==> src/rtl/regfile_wb_arbiter_if.sv <==
// Write-back bus bundle: ALU result, long-latency issue/response handshake,
// register-file write port, pending scoreboard, FIFO level and error flag.
interface regfile_wb_arbiter_if #(
  parameter int XLEN       = 32,
  parameter int NREG       = 32,
  parameter int FIFO_DEPTH = 2
);
  localparam int CW = $clog2(FIFO_DEPTH) + 1;

  logic            alu_valid;
  logic [4:0]      alu_rd;
  logic [XLEN-1:0] alu_data;
  logic            ll_issue_valid;
  logic [4:0]      ll_issue_rd;
  logic            ll_resp_valid;
  logic            ll_resp_ready;
  logic [4:0]      ll_resp_rd;
  logic [XLEN-1:0] ll_resp_data;
  logic            RegWrite;
  logic [4:0]      addrW;
  logic [XLEN-1:0] dataW;
  logic [NREG-1:0] pending_mask;
  logic [CW-1:0]   fifo_count;
  logic            err_waw;

  modport master (
    output alu_valid, alu_rd, alu_data,
    output ll_issue_valid, ll_issue_rd,
    output ll_resp_valid, ll_resp_rd, ll_resp_data,
    input  ll_resp_ready,
    input  RegWrite, addrW, dataW,
    input  pending_mask, fifo_count, err_waw
  );

  modport slave (
    input  alu_valid, alu_rd, alu_data,
    input  ll_issue_valid, ll_issue_rd,
    input  ll_resp_valid, ll_resp_rd, ll_resp_data,
    output ll_resp_ready,
    output RegWrite, addrW, dataW,
    output pending_mask, fifo_count, err_waw
  );
endinterface

==> src/rtl/regfile_wb_arbiter.sv <==
// Register-file write-back arbiter: ALU has strict priority, long-latency
// responses queue in a FIFO and drain into idle write-port cycles.
// Ports: clk, rst_n (async, active-low), wb (slave side of the bundle).
module regfile_wb_arbiter #(
  parameter int XLEN       = 32,
  parameter int NREG       = 32,
  parameter int FIFO_DEPTH = 2
) (
  input  logic                 clk,
  input  logic                 rst_n,
  regfile_wb_arbiter_if.slave  wb
);
  localparam int PW = $clog2(FIFO_DEPTH);
  localparam int CW = PW + 1;

  logic [PW-1:0]   wr_ptr;
  logic [PW-1:0]   rd_ptr;
  logic [CW-1:0]   count;
  logic [4:0]      q_rd   [FIFO_DEPTH];
  logic [XLEN-1:0] q_data [FIFO_DEPTH];

  logic            we_q;
  logic [4:0]      addr_q;
  logic [XLEN-1:0] data_q;
  logic [NREG-1:0] pend_q;
  logic            err_q;

  logic            accept;
  logic            push;
  logic            alu_wr;
  logic            pop;
  logic            issue;
  logic [4:0]      head_rd;
  logic [XLEN-1:0] head_data;
  logic [NREG-1:0] set_mask;
  logic [NREG-1:0] clr_mask;
  logic            err_hit;

  // Ready looks only at the registered level; a same-cycle pop
  // does not open a slot early.
  assign wb.ll_resp_ready = count < CW'(FIFO_DEPTH);

  assign accept    = wb.ll_resp_valid & wb.ll_resp_ready;
  assign push      = accept & (|wb.ll_resp_rd);
  assign alu_wr    = wb.alu_valid & (|wb.alu_rd);
  assign pop       = ~alu_wr & (count != '0);
  assign issue     = wb.ll_issue_valid & (|wb.ll_issue_rd);
  assign head_rd   = q_rd[rd_ptr];
  assign head_data = q_data[rd_ptr];

  assign set_mask = issue ? NREG'(1) << wb.ll_issue_rd : '0;
  assign clr_mask = pop ? NREG'(1) << head_rd : '0;

  // A re-issue to a register whose result is retiring this cycle is legal.
  assign err_hit =
      (alu_wr & pend_q[wb.alu_rd])
    | (issue & pend_q[wb.ll_issue_rd] & ~clr_mask[wb.ll_issue_rd])
    | (accept & (|wb.ll_resp_rd) & ~pend_q[wb.ll_resp_rd]);

  always_ff @(posedge clk) begin
    if (push) begin
      q_rd[wr_ptr]   <= wb.ll_resp_rd;
      q_data[wr_ptr] <= wb.ll_resp_data;
    end
  end

  always_ff @(posedge clk or negedge rst_n) begin
    if (!rst_n) begin
      wr_ptr <= '0;
      rd_ptr <= '0;
      count  <= '0;
      we_q   <= 1'b0;
      addr_q <= '0;
      data_q <= '0;
      pend_q <= '0;
      err_q  <= 1'b0;
    end else begin
      if (push) wr_ptr <= wr_ptr + PW'(1);
      if (pop)  rd_ptr <= rd_ptr + PW'(1);
      count  <= count + CW'(push) - CW'(pop);
      pend_q <= (pend_q & ~clr_mask) | set_mask;
      if (err_hit) err_q <= 1'b1;
      unique case (1'b1)
        alu_wr: begin
          we_q   <= 1'b1;
          addr_q <= wb.alu_rd;
          data_q <= wb.alu_data;
        end
        pop: begin
          we_q   <= 1'b1;
          addr_q <= head_rd;
          data_q <= head_data;
        end
        default: we_q <= 1'b0;
      endcase
    end
  end

  assign wb.RegWrite     = we_q;
  assign wb.addrW        = addr_q;
  assign wb.dataW        = data_q;
  assign wb.pending_mask = pend_q;
  assign wb.fifo_count   = count;
  assign wb.err_waw      = err_q;
endmodule

==> src/flat_wrapper.sv <==
// flat-port wrapper written by rule: the top's interface ports become plain ports
module regfile_wb_arbiter_flat 
#(
  parameter int XLEN       = 32,
  parameter int NREG       = 32,
  parameter int FIFO_DEPTH = 2
)
  (clk, rst_n, wb_alu_valid, wb_alu_rd, wb_alu_data, wb_ll_issue_valid, wb_ll_issue_rd, wb_ll_resp_valid, wb_ll_resp_rd, wb_ll_resp_data, wb_ll_resp_ready, wb_RegWrite, wb_addrW, wb_dataW, wb_pending_mask, wb_fifo_count, wb_err_waw);
  regfile_wb_arbiter_if #(.XLEN(XLEN), .NREG(NREG), .FIFO_DEPTH(FIFO_DEPTH)) wb_i ();
  input  logic clk;
  input  logic rst_n;
  input wire logic [$bits(wb_i.alu_valid)-1:0] wb_alu_valid;
  input wire logic [$bits(wb_i.alu_rd)-1:0] wb_alu_rd;
  input wire logic [$bits(wb_i.alu_data)-1:0] wb_alu_data;
  input wire logic [$bits(wb_i.ll_issue_valid)-1:0] wb_ll_issue_valid;
  input wire logic [$bits(wb_i.ll_issue_rd)-1:0] wb_ll_issue_rd;
  input wire logic [$bits(wb_i.ll_resp_valid)-1:0] wb_ll_resp_valid;
  input wire logic [$bits(wb_i.ll_resp_rd)-1:0] wb_ll_resp_rd;
  input wire logic [$bits(wb_i.ll_resp_data)-1:0] wb_ll_resp_data;
  output wire logic [$bits(wb_i.ll_resp_ready)-1:0] wb_ll_resp_ready;
  output wire logic [$bits(wb_i.RegWrite)-1:0] wb_RegWrite;
  output wire logic [$bits(wb_i.addrW)-1:0] wb_addrW;
  output wire logic [$bits(wb_i.dataW)-1:0] wb_dataW;
  output wire logic [$bits(wb_i.pending_mask)-1:0] wb_pending_mask;
  output wire logic [$bits(wb_i.fifo_count)-1:0] wb_fifo_count;
  output wire logic [$bits(wb_i.err_waw)-1:0] wb_err_waw;
  assign wb_i.alu_valid = wb_alu_valid;
  assign wb_i.alu_rd = wb_alu_rd;
  assign wb_i.alu_data = wb_alu_data;
  assign wb_i.ll_issue_valid = wb_ll_issue_valid;
  assign wb_i.ll_issue_rd = wb_ll_issue_rd;
  assign wb_i.ll_resp_valid = wb_ll_resp_valid;
  assign wb_i.ll_resp_rd = wb_ll_resp_rd;
  assign wb_i.ll_resp_data = wb_ll_resp_data;
  assign wb_ll_resp_ready = wb_i.ll_resp_ready;
  assign wb_RegWrite = wb_i.RegWrite;
  assign wb_addrW = wb_i.addrW;
  assign wb_dataW = wb_i.dataW;
  assign wb_pending_mask = wb_i.pending_mask;
  assign wb_fifo_count = wb_i.fifo_count;
  assign wb_err_waw = wb_i.err_waw;
  regfile_wb_arbiter #(.XLEN(XLEN), .NREG(NREG), .FIFO_DEPTH(FIFO_DEPTH)) u_core (.clk(clk), .rst_n(rst_n), .wb(wb_i));
endmodule
==> config.mk <==
export PLATFORM = sky130hd
export DESIGN_NAME = regfile_wb_arbiter_flat
export DESIGN_NICKNAME = d
export VERILOG_FILES = /design/src/rtl/regfile_wb_arbiter_if.sv /design/src/rtl/regfile_wb_arbiter.sv /design/src/flat_wrapper.sv
export SDC_FILE = /design/constraint.sdc
export NUM_CORES = 1
export LEC_CHECK = 0
export ABC_AREA = 1
export BUFFER_PORTS_ARGS = -buffer_cell sky130_fd_sc_hd__buf_2
export CORE_MARGIN = 3
export CORE_UTILIZATION = 55
export DETAILED_ROUTE_END_ITERATION = 6
export PLACE_DENSITY = 0.81
export SETUP_SLACK_MARGIN = 0.3
export SYNTH_ARGS = -nofsm -noshare
export SYNTH_HDL_FRONTEND = slang
export SYNTH_SLANG_ARGS = --single-unit
==> constraint.sdc <==
create_clock -name clk -period 2.95 [get_ports clk]
set_input_delay 0.1475 -clock clk [delete_from_list [all_inputs] [get_ports clk]]
set_output_delay 0.1475 -clock clk [all_outputs]
set_load 0.02 [all_outputs]
**Yosys cells after proc, flatten, opt, wreduce, memory -nomap -nowiden**

Memory sizes are Yosys's and may differ from the RTL's.
Cells that the tools add are included.
W data, S select, Z words.

- Bits in registers: 75
- Logic and storage cells: 58
- Memories: 2
- Input port bits: 84
- Output and inout port bits: 74
- Bits in writable memories: 74

- Order comparisons: 4
- Add/sub/neg operators: 4
- Bitwise logic cells: 17
- Muxes and demuxes: 15
- Shift operators: 2
- Reductions and logical operators: 6

Memories:

| name | words | bits a word | read ports | clocked after Yosys merged registers in | wr ports | line | text |
|---|---|---|---|---|---|---|---|
| u_core.q_data | 2 | 32 | 1 | 0 | 1 | regfile_wb_arbiter.sv:20 | `logic [XLEN-1:0] q_data [FIFO_DEPTH];` |
| u_core.q_rd | 2 | 5 | 1 | 0 | 1 | regfile_wb_arbiter.sv:19 | `logic [4:0] q_rd [FIFO_DEPTH];` |

Operator list:

| cell | number |
|---|---|
| $mux W32 | 2 |
| $pmux W32 S2 | 1 |
| $shl A1 B5 Y32 const A | 2 |
| $and A32 B32 Y32 | 1 |
| $not A32 Y32 | 1 |
| $or A32 B32 Y32 | 1 |
| $bmux W1 S5 | 4 |
| $lt A5 B6 Y1 const B | 3 |
| $reduce_or A5 Y1 | 3 |
| $pmux W5 S2 | 1 |
| $and A1 B1 Y1 | 9 |
| $mux W1 | 7 |
| $reduce_bool A2 Y1 | 2 |
| $not A1 Y1 | 3 |
| $add A1 B1 Y1 const B | 2 |
| $add A2 B1 Y2 | 1 |
| $lt A2 B2 Y1 const B | 1 |
| $or A1 B1 Y1 | 2 |
| $reduce_or A2 Y1 | 1 |
| $sub A2 B1 Y2 | 1 |

**Depth between registers and ports, before layout**

- Depth after elaboration: 11
- Depth in mapped cells: 17
- Depth with buffers taken out: 16

**Worst setup path after synthesis**

OpenSTA, ideal clock, no wires.

- Kind: in2reg
- Start: input wb_ll_resp_rd[0]
- End: memory u_core.q_data[1][0] (enable)
- Path buffers: 2
- Data required time: 2.517 ns
- Arrival time: 2.484 ns
- Path slack: 0.033 ns
- Setup time: 0.433 ns
- Stages on the path: 6
- Path through: clkbuf_1 > clkbuf_1 > nor3_1 > nand3_1 > nand3_1 > nor2_1

- Word-level cells in the longest chain between the ends: 4

RTL lines:

| element | line | text |
|---|---|---|
| start, declared | flat_wrapper.sv:18 | `input wire logic [$bits(wb_i.ll_resp_rd)-1:0] wb_ll_resp_rd;` |
| $reduce_or A5 Y1 | regfile_wb_arbiter.sv:44 | `assign push = accept & (\|wb.ll_resp_rd);` |
| $and A1 B1 Y1 | regfile_wb_arbiter.sv:44 |  |
| $mux W1 | regfile_wb_arbiter.sv:61 | `if (push) begin` |
| $mux W1 (not written as such) | regfile_wb_arbiter.sv:63 | `q_data[wr_ptr] <= wb.ll_resp_data;` |
| end, declared | regfile_wb_arbiter.sv:20 |  |

No other way between the ends.

**Worst setup path after layout**

- Start: register u_core.rd_ptr
- End: register u_core.err_q, in the netlist u_core.wb.err_waw

- Word-level cells in the longest chain between the ends: 9

RTL lines:

| element | line | text |
|---|---|---|
| start, declared | regfile_wb_arbiter.sv:17 | `logic [PW-1:0] rd_ptr;` |
| start signal, assigned | regfile_wb_arbiter.sv:79 | `if (pop) rd_ptr <= rd_ptr + PW'(1);` |
| $mem_v2 Z2 W5 | -- |  |
| $shl A1 B5 Y32 | regfile_wb_arbiter.sv:52 | `assign clr_mask = pop ? NREG'(1) << head_rd : '0;` |
| $mux W32 | regfile_wb_arbiter.sv:52 |  |
| $bmux W1 S5 | regfile_wb_arbiter.sv:57 | `\| (issue & pend_q[wb.ll_issue_rd] & ~clr_mask[wb.ll_issue_rd])` |
| $mux W1 (not written as such) | regfile_wb_arbiter.sv:57 |  |
| $not A1 Y1 | regfile_wb_arbiter.sv:57 |  |
| $and A1 B1 Y1 | regfile_wb_arbiter.sv:57 |  |
| $or A1 B1 Y1 | regfile_wb_arbiter.sv:57 |  |
| $or A1 B1 Y1 | regfile_wb_arbiter.sv:58 | `\| (accept & (\|wb.ll_resp_rd) & ~pend_q[wb.ll_resp_rd]);` |
| end signal, assigned | regfile_wb_arbiter.sv:76 | `err_q <= 1'b0;` |
| end signal, assigned | regfile_wb_arbiter.sv:82 | `if (err_hit) err_q <= 1'b1;` |
| end, declared | regfile_wb_arbiter.sv:26 | `logic err_q;` |

No other way between the ends. The select of a mux whose other input is x is not followed.
A chain may end at the register's enable or synchronous reset.

==> impl_metrics.toml <==
[route]
vias = 7121
wirelength_um = 24000
postRouteAntennaNets = 0
drc = 0
wl_per_cell_um = 20.3
drt_iter0_drc = 984
first_pass_iters = 6
post_drt_via_cell_ratio = 6.00

[setup_path]
cp_top_family = "simple AND/OR/NAND/NOR gates"
worst_ep_arrival_time_ns = 2.61
critPathLaunchType = "flip-flop"
worstSetupEndpointType = "flip-flop"
worst_path_max_delay_cell = "dfrtp_1"
crit_chain = "inv_2, nand2_1, nand2_2, inv_4, nand4_1, nor2_1, nand2_1, nand2_1, inv_1, nand3_1, nand3_1, nand2_1, nand2_1, nand3_1, nand2_1"
worst_path_most_repeated_cell = "nand2_1"
worstPathMaxFanout = 10
max_stage_delay_ns = 0.61
critPathKind = "flip-flop to flip-flop"
cp-startpoint = "u_core.rd_ptr"
cp.buffers_inverters = 3
cp_data_required_time_ns = 3.27
r2r-start = "u_core.rd_ptr"

[clocking]
cts_buffers = 17
root_buffer = "clkbuf_16"
postCtsHoldBufs = 57
clk_latency_ns = 0.43
numClockSinks = 149
ctsResizeCount = 0
clkTransAtPathRegs_ns = 0.06
post_cts_buffers = 0
htree_levels = 4
clockBufferDepth = 2
cts_tree = "done"

[final_layout]
final_area_um2 = 9430
final_common_cell = "nand2_1"
utilization = 0.741
drive_gt1_frac = 0.235
diodes = 0
most-common-layout-cells = "nand2_1, buf_2, o21ai_0, dfrtp_1, edfxtp_1"
nFillCells = 909
syn_to_final_growth_pct = 30.4
nets = 1087

[synthesis]
yosys_warnings = 0
ys_seq_area_frac = 0.567
muxShareOfSynthArea = 0
synth_compound_area_frac = 0.161
synth_top_family_by_area = "simple AND/OR/NAND/NOR gates"
ys_async_sr_fraction = 0.503
synth-adder-area-share = 0.00346
synth_edf_count = 74
netlist_area_um2 = 7230
ys.flop_type = "dfrtp_1"
syn_avg_cell_area_um2 = 9.16
ys_ff_latch = 149
synth-simple-area-share = 0.207
syn_inst = 789
yosysUniqueCellTypes = 42
synthesis.nets = 875
synthXorXnorAreaFrac = 0.00363

[grt]
grt_pass1_wl_um = 36900
grt_pass1_vias = 6664
grt_usage = 0.335
overflow = 0
grt_max_degree = 76
grt_antenna_before_repair = 1

[timing]
drv_slew = 0
slew-limit-headroom = 0.327
fin_crit_sh = 0.779
fin_tns_setup_ns = 0
rsz0062_at_grt = "false"
setup_viol = 0
hold_viol_final = 0
final.min_clock_period_ns = 2.30
fmax_mhz = 435
fin_skew_ns = 0.0128
worstMarginPinSlew_ns = 1.01

[floorplanning]
die_w_um = 121
die_y_um = 121
ioPinCount = 158
rows = 41
dieArea_um2 = 14600
core_um2 = 12700
initial_utilization = 0.568

[place]
place_congestion = 1.03
dp_hpwl_um = 15700
place_area_um2 = 8220
portBuffers = 157

[hold_path]
hp-class = "input port to flip-flop"
min-delay-start = "wb_alu_rd[4]"

[power_and_ir_drop]
powerDensity_nw_per_um2 = 970
p_leak_nw = 4.11
peakVddDrop_uv = 777

[run]
max_cap_viol_count = 0

[run_status]
status = "complete, no violations"
## cell families after synthesis
group / count (synthesis)
buffers and inverters: 100
XOR/XNOR: 3
AO/OA/AOI/OAI: 196
AND/OR/NAND/NOR: 339
flip-flops: 149
adder cells (fa/ha/maj): 2
## power by group
group          internal (mW)  leakage (nW)  switching (mW)
clock                   1.45         0.303           0.903
combinational           1.05          2.25            2.33
sequential              2.85          1.55           0.564
## cells in the mapped netlist, types with 2 or more instances
| cell | number | area [µm²] |
|---|---|---|
| a21oi_1 | 46 | 230 |
| a221o_1 | 13 | 130 |
| a22oi_1 | 2 | 15.0 |
| a31oi_1 | 13 | 81.3 |
| buf_2 | 9 | 45.0 |
| buf_6 | 3 | 33.8 |
| clkbuf_1 | 23 | 86.3 |
| clkinv_1 | 2 | 7.51 |
| dfrtp_1 | 75 | 1880 |
| edfxtp_1 | 74 | 2220 |
| ha_1 | 2 | 25.0 |
| inv_1 | 56 | 210 |
| inv_2 | 4 | 15.0 |
| inv_4 | 2 | 12.5 |
| nand2_1 | 202 | 758 |
| nand2_2 | 6 | 37.5 |
| nand2_4 | 5 | 56.3 |
| nand3_1 | 34 | 170 |
| nand3_2 | 3 | 30.0 |
| nand4_1 | 11 | 68.8 |
| nor2_1 | 64 | 240 |
| nor2_2 | 2 | 12.5 |
| nor3_1 | 3 | 15.0 |
| nor3_2 | 3 | 30.0 |
| o2111ai_1 | 4 | 35.0 |
| o211ai_1 | 10 | 75.1 |
| o21ai_0 | 81 | 405 |
| o21ai_1 | 2 | 10.0 |
| o221a_2 | 3 | 33.8 |
| o221ai_1 | 3 | 26.3 |
| o22ai_1 | 17 | 106 |
| xor2_1 | 2 | 17.5 |
## sequential cells by signal (all words and copies together), names as in the netlist
register / cells
u_core.q_data: 64
u_core.wb.dataW: 32
u_core.wb.pending_mask: 32
u_core.q_rd: 10
u_core.wb.addrW: 5
u_core.wb.fifo_count: 2
u_core.rd_ptr: 1
u_core.wb.RegWrite: 1
u_core.wb.err_waw: 1
u_core.wr_ptr: 1
## worst reg2reg max path, stage by stage, from the launching register on
cell	delay, ns
dfrtp_1	0.61
inv_2	0.16
nand2_1	0.11
nand2_2	0.16
inv_4	0.17
nand4_1	0.16
nor2_1	0.23
nand2_1	0.09
nand2_1	0.07
inv_1	0.03
nand3_1	0.08
nand3_1	0.07
nand2_1	0.06
nand2_1	0.04
nand3_1	0.09
nand2_1	0.05
## stage by stage
| step | instances | total power, mW | setup WS (ns) | hold slack [ns] |
|---|---|---|---|---|
| CTS | 1186 | 9.03 | 0.722 | 0.00549 |
| floorplan | 789 | 5.38 | 0.631 | -0.148 |
| finish | 1186 | 9.14 | 0.653 | 0.0101 |
| global placement | 1097 | 6.62 | 0.762 | 0.334 |
| detailed placement | 1097 | 6.64 | 0.727 | 0.339 |
| global route | 1186 | 9.57 | 0.417 | 0.00296 |
## layout make-up
type / instances / area (µm²) / area share
multi-input cells: 540 / 2730 / 0.290
well taps: 172 / 215 / 0.0228
inverters: 64 / 245 / 0.0260
flip-flops and latches: 149 / 4100 / 0.435
clock buffers: 19 / 443 / 0.0470
repair buffers: 229 / 1500 / 0.159
clock inverters: 13 / 194 / 0.0206
## metal layers
layer | routed length (µm) | track usage
met4 | 687 | 0.111
met1 | 9240 | 0.454
met3 | 2920 | 0.102
met2 | 11200 | 0.520
met5 | 7 | 0
## path summary, 6_finish.rpt
path | slack [ns] | cells past startpoint | to
hold reg to reg | 0.48 | 2 | u_core.wb.dataW[1]
setup / recovery | 0.65 | 15 | u_core.wb.err_waw
max in group asynchronous | 1.85 | 2 | u_core.wb.pending_mask[22]
min in group asynchronous | 0.40 | 2 | u_core.wb.pending_mask[27]
setup reg to reg | 0.65 | 15 | u_core.wb.err_waw
hold / removal | 0.01 | 3 | u_core.wb.addrW[4]
Note: power is estimated with default switching activity, not from simulation.
